--- config.mk ---
export PLATFORM = sky130hd
export DESIGN_NAME = matrix_convolution_tile
export DESIGN_NICKNAME = d
export VERILOG_FILES = /design/src/rtl/matrix_convolution_tile_pkg.sv /design/src/rtl/matrix_convolution_tile_lane_sum.sv /design/src/rtl/matrix_convolution_tile.sv
export SDC_FILE = /design/constraint.sdc
export NUM_CORES = 2
export LEC_CHECK = 0
export ABC_CLOCK_PERIOD_IN_PS = 5000
export BUFFER_PORTS_ARGS = -buffer_cell sky130_fd_sc_hd__buf_2
export CORE_AREA = 2 2 389 391
export DETAILED_ROUTE_END_ITERATION = 6
export DIE_AREA = 0 0 391 393
export PLACE_DENSITY = 0.58
export SLEW_MARGIN = 20
export SYNTH_ARGS = -nofsm -noshare
export SYNTH_HDL_FRONTEND = slang
export SYNTH_HIERARCHICAL = 1
export SYNTH_SLANG_ARGS = --single-unit
--- constraint.sdc ---
create_clock -name clk -period 5 [get_ports clk]
set_input_delay 1 -clock clk [delete_from_list [all_inputs] [get_ports clk]]
set_output_delay 1 -clock clk [all_outputs]
set_load 0.1 [all_outputs]
--- src/rtl/matrix_convolution_tile_pkg.sv ---
// Shared geometry, widths, FSM state and tag types for the 3x3 convolution tile engine.
package conv_pkg;

  localparam int unsigned TILE  = 6;
  localparam int unsigned KSZ   = 3;
  localparam int unsigned OSZ   = 4;
  localparam int unsigned LANES = 5;
  localparam int unsigned TAPS  = KSZ * KSZ;
  localparam int unsigned DW    = 8;
  localparam int unsigned CW    = 16;
  localparam int unsigned OPW   = 18;
  localparam int unsigned PW    = 37;

  typedef enum logic [1:0] {
    S_IDLE,
    S_COMPUTE,
    S_DRAIN,
    S_DONE
  } conv_state_e;

  // Identifies which output a returning DSP product belongs to.
  typedef struct packed {
    logic       valid;
    logic [1:0] m;
    logic [1:0] n;
  } conv_tag_t;

  function automatic logic [OPW-1:0] sext_op(input logic [DW-1:0] x);
    return {{(OPW - DW){x[DW-1]}}, x};
  endfunction

endpackage

--- src/rtl/matrix_convolution_tile_lane_sum.sv ---
// Sums the five DSP lane products, keeping only the low 16 bits (mod 2^16).
module conv_lane_sum
  import conv_pkg::*;
(
  input  logic [0:LANES-1][PW-1:0] lane_in,
  output logic [CW-1:0]            sum
);

  always_comb begin
    sum = '0;
    for (int unsigned k = 0; k < LANES; k++) begin
      sum = sum + CW'(lane_in[3'(k)]);
    end
  end

endmodule

--- src/rtl/matrix_convolution_tile.sv ---
// 3x3 valid convolution of a 6x6 int8 tile: issues products to five external DSP lanes
// and accumulates their returned sums into a 4x4 array of 16-bit results.
module matrix_convolution_tile
  import conv_pkg::*;
#(
  parameter int unsigned DSP_LATENCY = 2
) (
  input  logic                                   clk,
  input  logic                                   rst_n,
  input  logic                                   start,
  input  logic signed [0:TILE-1][0:TILE-1][DW-1:0] input_tile,
  input  logic signed [0:KSZ-1][0:KSZ-1][DW-1:0]   kernel,
  output logic signed [0:OSZ-1][0:OSZ-1][CW-1:0]   c,
  output logic signed [0:LANES-1][OPW-1:0]       dsp_a0,
  output logic signed [0:LANES-1][OPW-1:0]       dsp_b0,
  input  logic signed [0:LANES-1][PW-1:0]        dsp_out,
  output logic                                   dsp_ce,
  output logic                                   done
);

  localparam int unsigned TAGW = $bits(conv_tag_t);

  conv_state_e state_q, state_d;
  logic        start_q;
  logic [4:0]  mul_cnt_q, mul_cnt_d;
  logic [7:0]  drain_cnt_q, drain_cnt_d;
  logic        ce_q, ce_d;
  logic        done_q, done_d;

  logic [0:TILE-1][0:TILE-1][DW-1:0] tile_q, tile_d;
  logic [0:KSZ-1][0:KSZ-1][DW-1:0]   kern_q, kern_d;
  logic [0:OSZ-1][0:OSZ-1][CW-1:0]   c_q, c_d;
  logic [0:LANES-1][OPW-1:0]         a_q, a_d, b_q, b_d;
  conv_tag_t [DSP_LATENCY-1:0]       tag_q, tag_d;

  logic [CW-1:0] lane_sum;
  logic          start_edge;
  logic [1:0]    out_m, out_n;
  logic          half;
  conv_tag_t     tag_new, tag_old;
  int unsigned   tap;
  logic [2:0]    row, col;

  assign start_edge = start & ~start_q;
  assign out_m      = mul_cnt_q[4:3];
  assign out_n      = mul_cnt_q[2:1];
  assign half       = mul_cnt_q[0];
  assign tag_old    = tag_q[DSP_LATENCY-1];

  conv_lane_sum u_lane_sum (
    .lane_in (dsp_out),
    .sum     (lane_sum)
  );

  always_comb begin
    state_d     = state_q;
    mul_cnt_d   = mul_cnt_q;
    drain_cnt_d = drain_cnt_q;
    tile_d      = tile_q;
    kern_d      = kern_q;
    c_d         = c_q;
    done_d      = done_q;
    ce_d        = 1'b0;
    a_d         = '0;
    b_d         = '0;
    tag_new     = '0;
    tap         = 0;
    row         = '0;
    col         = '0;

    // Products return DSP_LATENCY edges after issue; the tag pipeline says where they go.
    if (tag_old.valid) begin
      c_d[tag_old.m][tag_old.n] = c_q[tag_old.m][tag_old.n] + lane_sum;
    end

    case (state_q)
      S_IDLE, S_DONE: begin
        if (start_edge) begin
          tile_d    = input_tile;
          kern_d    = kernel;
          c_d       = '0;
          done_d    = 1'b0;
          mul_cnt_d = '0;
          state_d   = S_COMPUTE;
        end
      end
      S_COMPUTE: begin
        ce_d = 1'b1;
        for (int unsigned k = 0; k < LANES; k++) begin
          tap = half ? k + LANES : k;
          if (tap < TAPS) begin
            row = 3'(out_m) + 3'(tap / KSZ);
            col = 3'(out_n) + 3'(tap % KSZ);
            a_d[3'(k)] = sext_op(tile_q[row][col]);
            b_d[3'(k)] = sext_op(kern_q[2'(tap / KSZ)][2'(tap % KSZ)]);
          end
        end
        tag_new   = '{valid: 1'b1, m: out_m, n: out_n};
        mul_cnt_d = mul_cnt_q + 5'd1;
        if (mul_cnt_q == 5'd31) begin
          drain_cnt_d = '0;
          state_d     = S_DRAIN;
        end
      end
      S_DRAIN: begin
        if (drain_cnt_q == 8'(DSP_LATENCY)) begin
          done_d  = 1'b1;
          state_d = S_DONE;
        end else begin
          ce_d        = 1'b1;
          drain_cnt_d = drain_cnt_q + 8'd1;
        end
      end
      default: state_d = S_IDLE;
    endcase

    // Shift toward the oldest slot; the width cast drops the consumed tag.
    tag_d = (DSP_LATENCY * TAGW)'({tag_q, tag_new});
  end

  always_ff @(posedge clk or negedge rst_n) begin
    if (!rst_n) begin
      state_q     <= S_IDLE;
      start_q     <= 1'b0;
      mul_cnt_q   <= '0;
      drain_cnt_q <= '0;
      ce_q        <= 1'b0;
      done_q      <= 1'b0;
      tile_q      <= '0;
      kern_q      <= '0;
      c_q         <= '0;
      a_q         <= '0;
      b_q         <= '0;
      tag_q       <= '0;
    end else begin
      state_q     <= state_d;
      start_q     <= start;
      mul_cnt_q   <= mul_cnt_d;
      drain_cnt_q <= drain_cnt_d;
      ce_q        <= ce_d;
      done_q      <= done_d;
      tile_q      <= tile_d;
      kern_q      <= kern_d;
      c_q         <= c_d;
      a_q         <= a_d;
      b_q         <= b_d;
      tag_q       <= tag_d;
    end
  end

  assign c      = c_q;
  assign dsp_a0 = a_q;
  assign dsp_b0 = b_q;
  assign dsp_ce = ce_q;
  assign done   = done_q;

endmodule

After elaboration in Yosys (flattened, before gate mapping)
Index checks and enable logic that the tools add are counted.

cells by class
  add/sub/neg operators = 17
  multipliers = 0
  div/mod/pow operators = 10
  order comparisons = 29
  equal/unequal tests = 9
  shift-type cells = 0
  mux-type cells = 106
  bitwise logic cells = 24
  reductions and logical operators = 12

operators with widths
  cell                                                       number
  2-to-1 mux 256 bit                                         3
  binary-select mux 48 bit (select 3 bit)                    5
  2-to-1 mux 48 bit                                          10
  bitwise mux 256 bit                                        1
  binary-select mux 24 bit (select 2 bit)                    5
  2-to-1 mux 24 bit                                          10
  2-to-1 mux 64 bit                                          3
  2-to-1 mux 18 bit                                          10
  2-to-1 mux 90 bit                                          2
  2-to-1 mux 8 bit                                           22
  divider 32 x 2 -> 32 bit (second input constant)           5
  remainder unit 32 x 2 -> 32 bit (second input constant)    5
  binary-select mux 64 bit (select 2 bit)                    1
  demux 64 bit (select 2 bit)                                1
  binary-select mux 8 bit (select 3 bit)                     5
  adder 16 bit                                               5
  binary-select mux 8 bit (select 2 bit)                     5
  2-to-1 mux 16 bit                                          3
  greater-or-equal comparator 4 bit (second input constant)  10
  inverter 3 -> 4 bit                                        10
  greater-or-equal comparator 3 bit (second input constant)  12
  inverter 2 -> 3 bit                                        12
  binary-select mux 16 bit (select 2 bit)                    1
  demux 16 bit (select 2 bit)                                1
  other kinds (28)                                           60

storage, ports and cells
  register bits after elaboration = 824
  bits in latches = 0
  RAM bits = 0
  ROM bits = 0
  bits of input ports = 548
  word-level logic and storage cells = 290
  memories kept = 0

Logic depth before layout (Yosys ltp)
  depth in word-level cells = 12
  mapped depth = 23
  gate-level depth less buffers = 20

By module
Netlist, hierarchy kept.

by module, submodules not included
  module                   times used  cells an instance  area each (sq um)
  matrix_convolution_tile  1           4131               41380.9
  conv_lane_sum            1           272                2117.0

Worst setup path before layout
No wires, ideal clock.

  kind = input to register
  start = input dsp_out[2] (netlist bit)
  end = register c_q, in the netlist c[79]
  arrival = 5.684 ns
  required time = 4.846 ns
  slack = -0.838 ns
  stages = 22
  buffers on the path = 2
  cell sequence = inv_1 > fa_1 > inv_1 > fa_1 > inv_1 > fa_1 > inv_1 > ha_1 > a21oi_1 > nor2_1 > o21ba_2 > o41ai_1 > xnor2_1 > ha_1 > a21oi_1 > o21a_1 > clkbuf_1 > a21oi_1 > o31ai_1 > nand3_1 > clkbuf_1 > o221ai_1

RTL lines
  item                    RTL line                        source
  start: declaration      matrix_convolution_tile.sv:16   input logic signed [0:LANES-1][PW-1:0] dsp_out,
  end signal: assignment  matrix_convolution_tile.sv:131  c_q <= '0;
  end signal: assignment  matrix_convolution_tile.sv:144  c_q <= c_d;
  end: declaration        matrix_convolution_tile.sv:32   logic [0:OSZ-1][0:OSZ-1][CW-1:0] c_q, c_d;

==> results by group <==
Run status
  • Status: completed

Routing
  • Drt first-iter violations: 4246
  • Number of search-and-repair iterations in the first detailed-routing pass: 7
  • DRC violations left: 0
  • Final ANT Viol Nets: 0
  • Via total after detailed routing: 38696
  • Sum of routed wire length over all layers: 181000 um
  • Post-detailed-route via-to-cell ratio: 5.39
  • Post-DR wirelength/cell: 25.2 um

Finish
  • Commonest non-fill, non-tap cells in the layout: nand2_1 (1355), buf_2 (873), dfrtp_1 (718)
  • Fin nets: 5798
  • Area delta synth->final: 26.6%
  • Fraction of final layout cells sized beyond drive strength 1: 0.356
  • Most common cell after layout, fill and taps aside: nand2_1
  • Finished Cell Area: 0.0551 sq mm

Power
  • Power Internal: 23.7 mW
  • Power per standard cell area: 866 mW/mm^2
  • Psw: 24.0 mW
  • Switching fraction of total power: 0.503
  • Share of power burned in the clock network: 0.155
  • Sequential cell fraction of total power: 0.208
  • P_leak: 26.2 nW
  • Combinational fraction of design power: 0.638
  • Largest voltage drop on the vdd net: 1.10 mV

STA
  • Post-layout minimum cycle time: 4.98 ns
  • Number of endpoints with negative hold slack in the final report: 0
  • Slew of the pin with the lowest slew margin: 1.25 ns
  • Maximum frequency from static timing analysis: 0.201 GHz
  • Post-route worst setup slack: 0.0235 ns
  • Slew HR: 0.165
  • Number of setup violations in the final report: 0
  • Post-route clock period utilization: 0.995
  • Number of pins exceeding their max-slew limit in the final report: 0
  • Worst clock skew on the final layout: 0.0414 ns
  • Unrepaired setup endpoints after global routing: true

Placement
  • GPL Wtd Cong: 0.932
  • Post-place setup slack: -0.854 ns
  • DP HPWL: 135000 um
  • Post-Place Cell Area: 0.0506 sq mm
  • Count of port buffers added during placement: 880

Synthesis
  • Number of cells produced by synthesis: 4403
  • Compound-cell area share of the yosys netlist: 0.0893
  • Number of warnings reported in the yosys synthesis log: 6
  • Post-Synthesis Net Count: 5045
  • Main combinational cell family by area after synthesis: multiplexers
  • Netlist cell types: 66
  • Adder-Cell Fraction of Synth Area: 0.0353
  • Simple-gate portion of the synthesized area: 0.166
  • Xor/xnor share of the synthesized area: 0.00604
  • Number of flops mapped to enable cells by yosys: 0
  • Flop and latch count out of synthesis: 724
  • Area of the mapped netlist: 0.0435 sq mm
  • Mean post-synth cell area: 9.88 sq um
  • Sequential element share of the synthesized area: 0.417
  • Mux cell area share after synthesis: 0.223
  • Asr flop ratio synth: 1.00
  • Most used flip-flop cell after synthesis: dfrtp_1

Setup path
  • Data arrival time of the critical path: 5.60 ns
  • Worst Setup SP: dsp_out[1]
  • Endpoint class of the critical path: flip-flop
  • Critical path class: in2reg
  • Crit path required time: 5.63 ns
  • Critical Path Start Type: primary input
  • Maximum net fanout on the critical path: 8
  • Startpoint of the worst register-to-register path: tag_old[2]

Clock tree
  • Hold buffer count at cts: 0
  • CTS buffer count: 87
  • CTS tree: built
  • Register clock-pin slew on the reported worst setup and hold paths: 0.06 ns
  • CTS sink cnt: 724
  • Root buf cell: clkbuf_16
  • Maximum number of buffers from clock root to sink: 3
  • CTS H-tree depth: 3
  • Clk Latency, worst-skew pair: 0.71 ns

Die
  • DIE HEIGHT: 393 um
  • Die Wd: 391 um
  • Initial core utilization: 0.291
  • Number of primary I/O pins: 986
  • Die outline area: 0.154 sq mm
  • Total core area: 0.149 sq mm
  • Floorplan row count: 142

GRT
  • Number of antenna violations at the first check in global routing: 29
  • Global-route total usage across every layer: 0.227
  • Pin count of the biggest net entering global routing: 164
  • Vias in the first global route: 36698
  • GR Overflow Total: 0
  • First-pass GRT wire length: 256000 um

Job
  • Max-cap violations: 0

Min path
  • Hold WC Path Type: in2async
-- final timing paths --
path / endpoint / slack [ns] / cells after the start
setup / recovery: c[78] / 0.02 / 20
hold / removal: dsp_a0[74] / 0.24 / 1
setup reg to reg: c[252] / 0.49 / 13
hold reg to reg: tag_old[0] / 0.34 / 0
max in group asynchronous: c[139] / 3.39 / 2
min in group clk: tag_old[0] / 0.34 / 0
-- sequential cells by signal, indices dropped and copies added (netlist names) --
name         flops
tile_q         288
c              256
kern_q          72
dsp_a0          40
dsp_b0          40
drain_cnt_q      8
mul_cnt_q        5
tag_d            5
tag_old          5
state_q          2
done             1
dsp_ce           1
start_q          1
-- power by group through the flow --
stage	registers (mW)	clock network, mW	logic, mW
6_report	9.90	7.38	30.4
2_1_floorplan	11.6	0	16.9
3_3_place_gp	9.78	0	27.3
5_1_grt	10.1	7.72	32.0
3_5_place_dp	9.92	0	27.5
4_1_cts	9.83	7.50	27.9
-- cells in the mapped netlist (18+ instances only) --
cell / n / area share
o22ai_1: 82 / 0.012
o211ai_1: 51 / 0.0088
dfrtp_1: 724 / 0.42
o21ai_0: 59 / 0.0068
xnor2_1: 18 / 0.0036
mux2i_1: 132 / 0.030
inv_1: 193 / 0.017
ha_1: 46 / 0.013
a31oi_1: 20 / 0.0029
o221ai_1: 38 / 0.0077
fa_1: 48 / 0.022
o21a_1: 22 / 0.0038
clkbuf_1: 261 / 0.023
nand2_1: 1364 / 0.12
nor2b_1: 21 / 0.0030
buf_4: 101 / 0.017
and3_1: 19 / 0.0027
a211oi_1: 32 / 0.0055
mux4_2: 368 / 0.19
nand3_1: 100 / 0.012
a21oi_1: 239 / 0.027
buf_2: 30 / 0.0035
nor2_1: 222 / 0.019
buf_1: 41 / 0.0035
-- worst max-delay path: stages --
cell       delay [ns]
buf_6            0.09
fa_1             0.55
fa_1             0.45
fa_1             0.54
ha_2             0.20
inv_2            0.04
fa_2             0.36
nor2b_4          0.12
o31a_1           0.23
a21oi_2          0.10
buf_4            0.15
a32oi_2          0.23
xor2_2           0.26
ha_4             0.25
o21a_1           0.19
a21oi_2          0.14
o211ai_1         0.11
a31o_4           0.27
clkbuf_16        0.18
a21oi_2          0.13
-- area by class of cell --
type | instances | area [sq um]
timing repair buffer | 1098 | 6680
clock buffer | 109 | 2420
multi-input combinational | 3049 | 23800
inverter | 196 | 756
sequential | 724 | 18100
antenna | 11 | 27.5
fill | 14883 | 94200
clock inverter | 52 | 888
tap | 1944 | 2430
-- through the flow --
| step | instances | TNS (ns) | total power, mW | util | hold WS (ns) |
|---|---|---|---|---|---|
| after floorplan | 4403 | -36.62 | 28.5 | - | 0.331 |
| after global placement | 6985 | -109.26 | 37.1 | 0.339 | 0.332 |
| after detailed placement | 6985 | -114.97 | 37.4 | 0.339 | 0.336 |
| after CTS | 7154 | 0 | 45.3 | 0.362 | 0.288 |
| after global routing | 7181 | -5.77 | 49.8 | 0.369 | 0.287 |
| final | 7183 | 0 | 47.7 | 0.369 | 0.244 |
-- timing repair --
action,4_1_cts,5_1_grt
endpoints found under the setup margin,35,145
gates cloned,1,5
setup buffers,7,13
gates resized for setup,14,166
pin swaps,23,46
-- per-layer routing --
metal	track usage	vias to the layer above	part of all wire
met5	0	-	0.00080
met4	0.104	22	0.051
met3	0.0518	410	0.092
met2	0.366	2100	0.47
met1	0.290	19460	0.39
li1	-	16704	-
-- logic make-up after synthesis --
group,after synthesis
buffers and inverters,631
AO/OA/AOI/OAI,612
AND/OR/NAND/NOR,1805
XOR/XNOR,30
flip-flops,724
adder cells (fa/ha/maj),94
multiplexers,507
No activity file was read; power rests on OpenSTA's default activity.
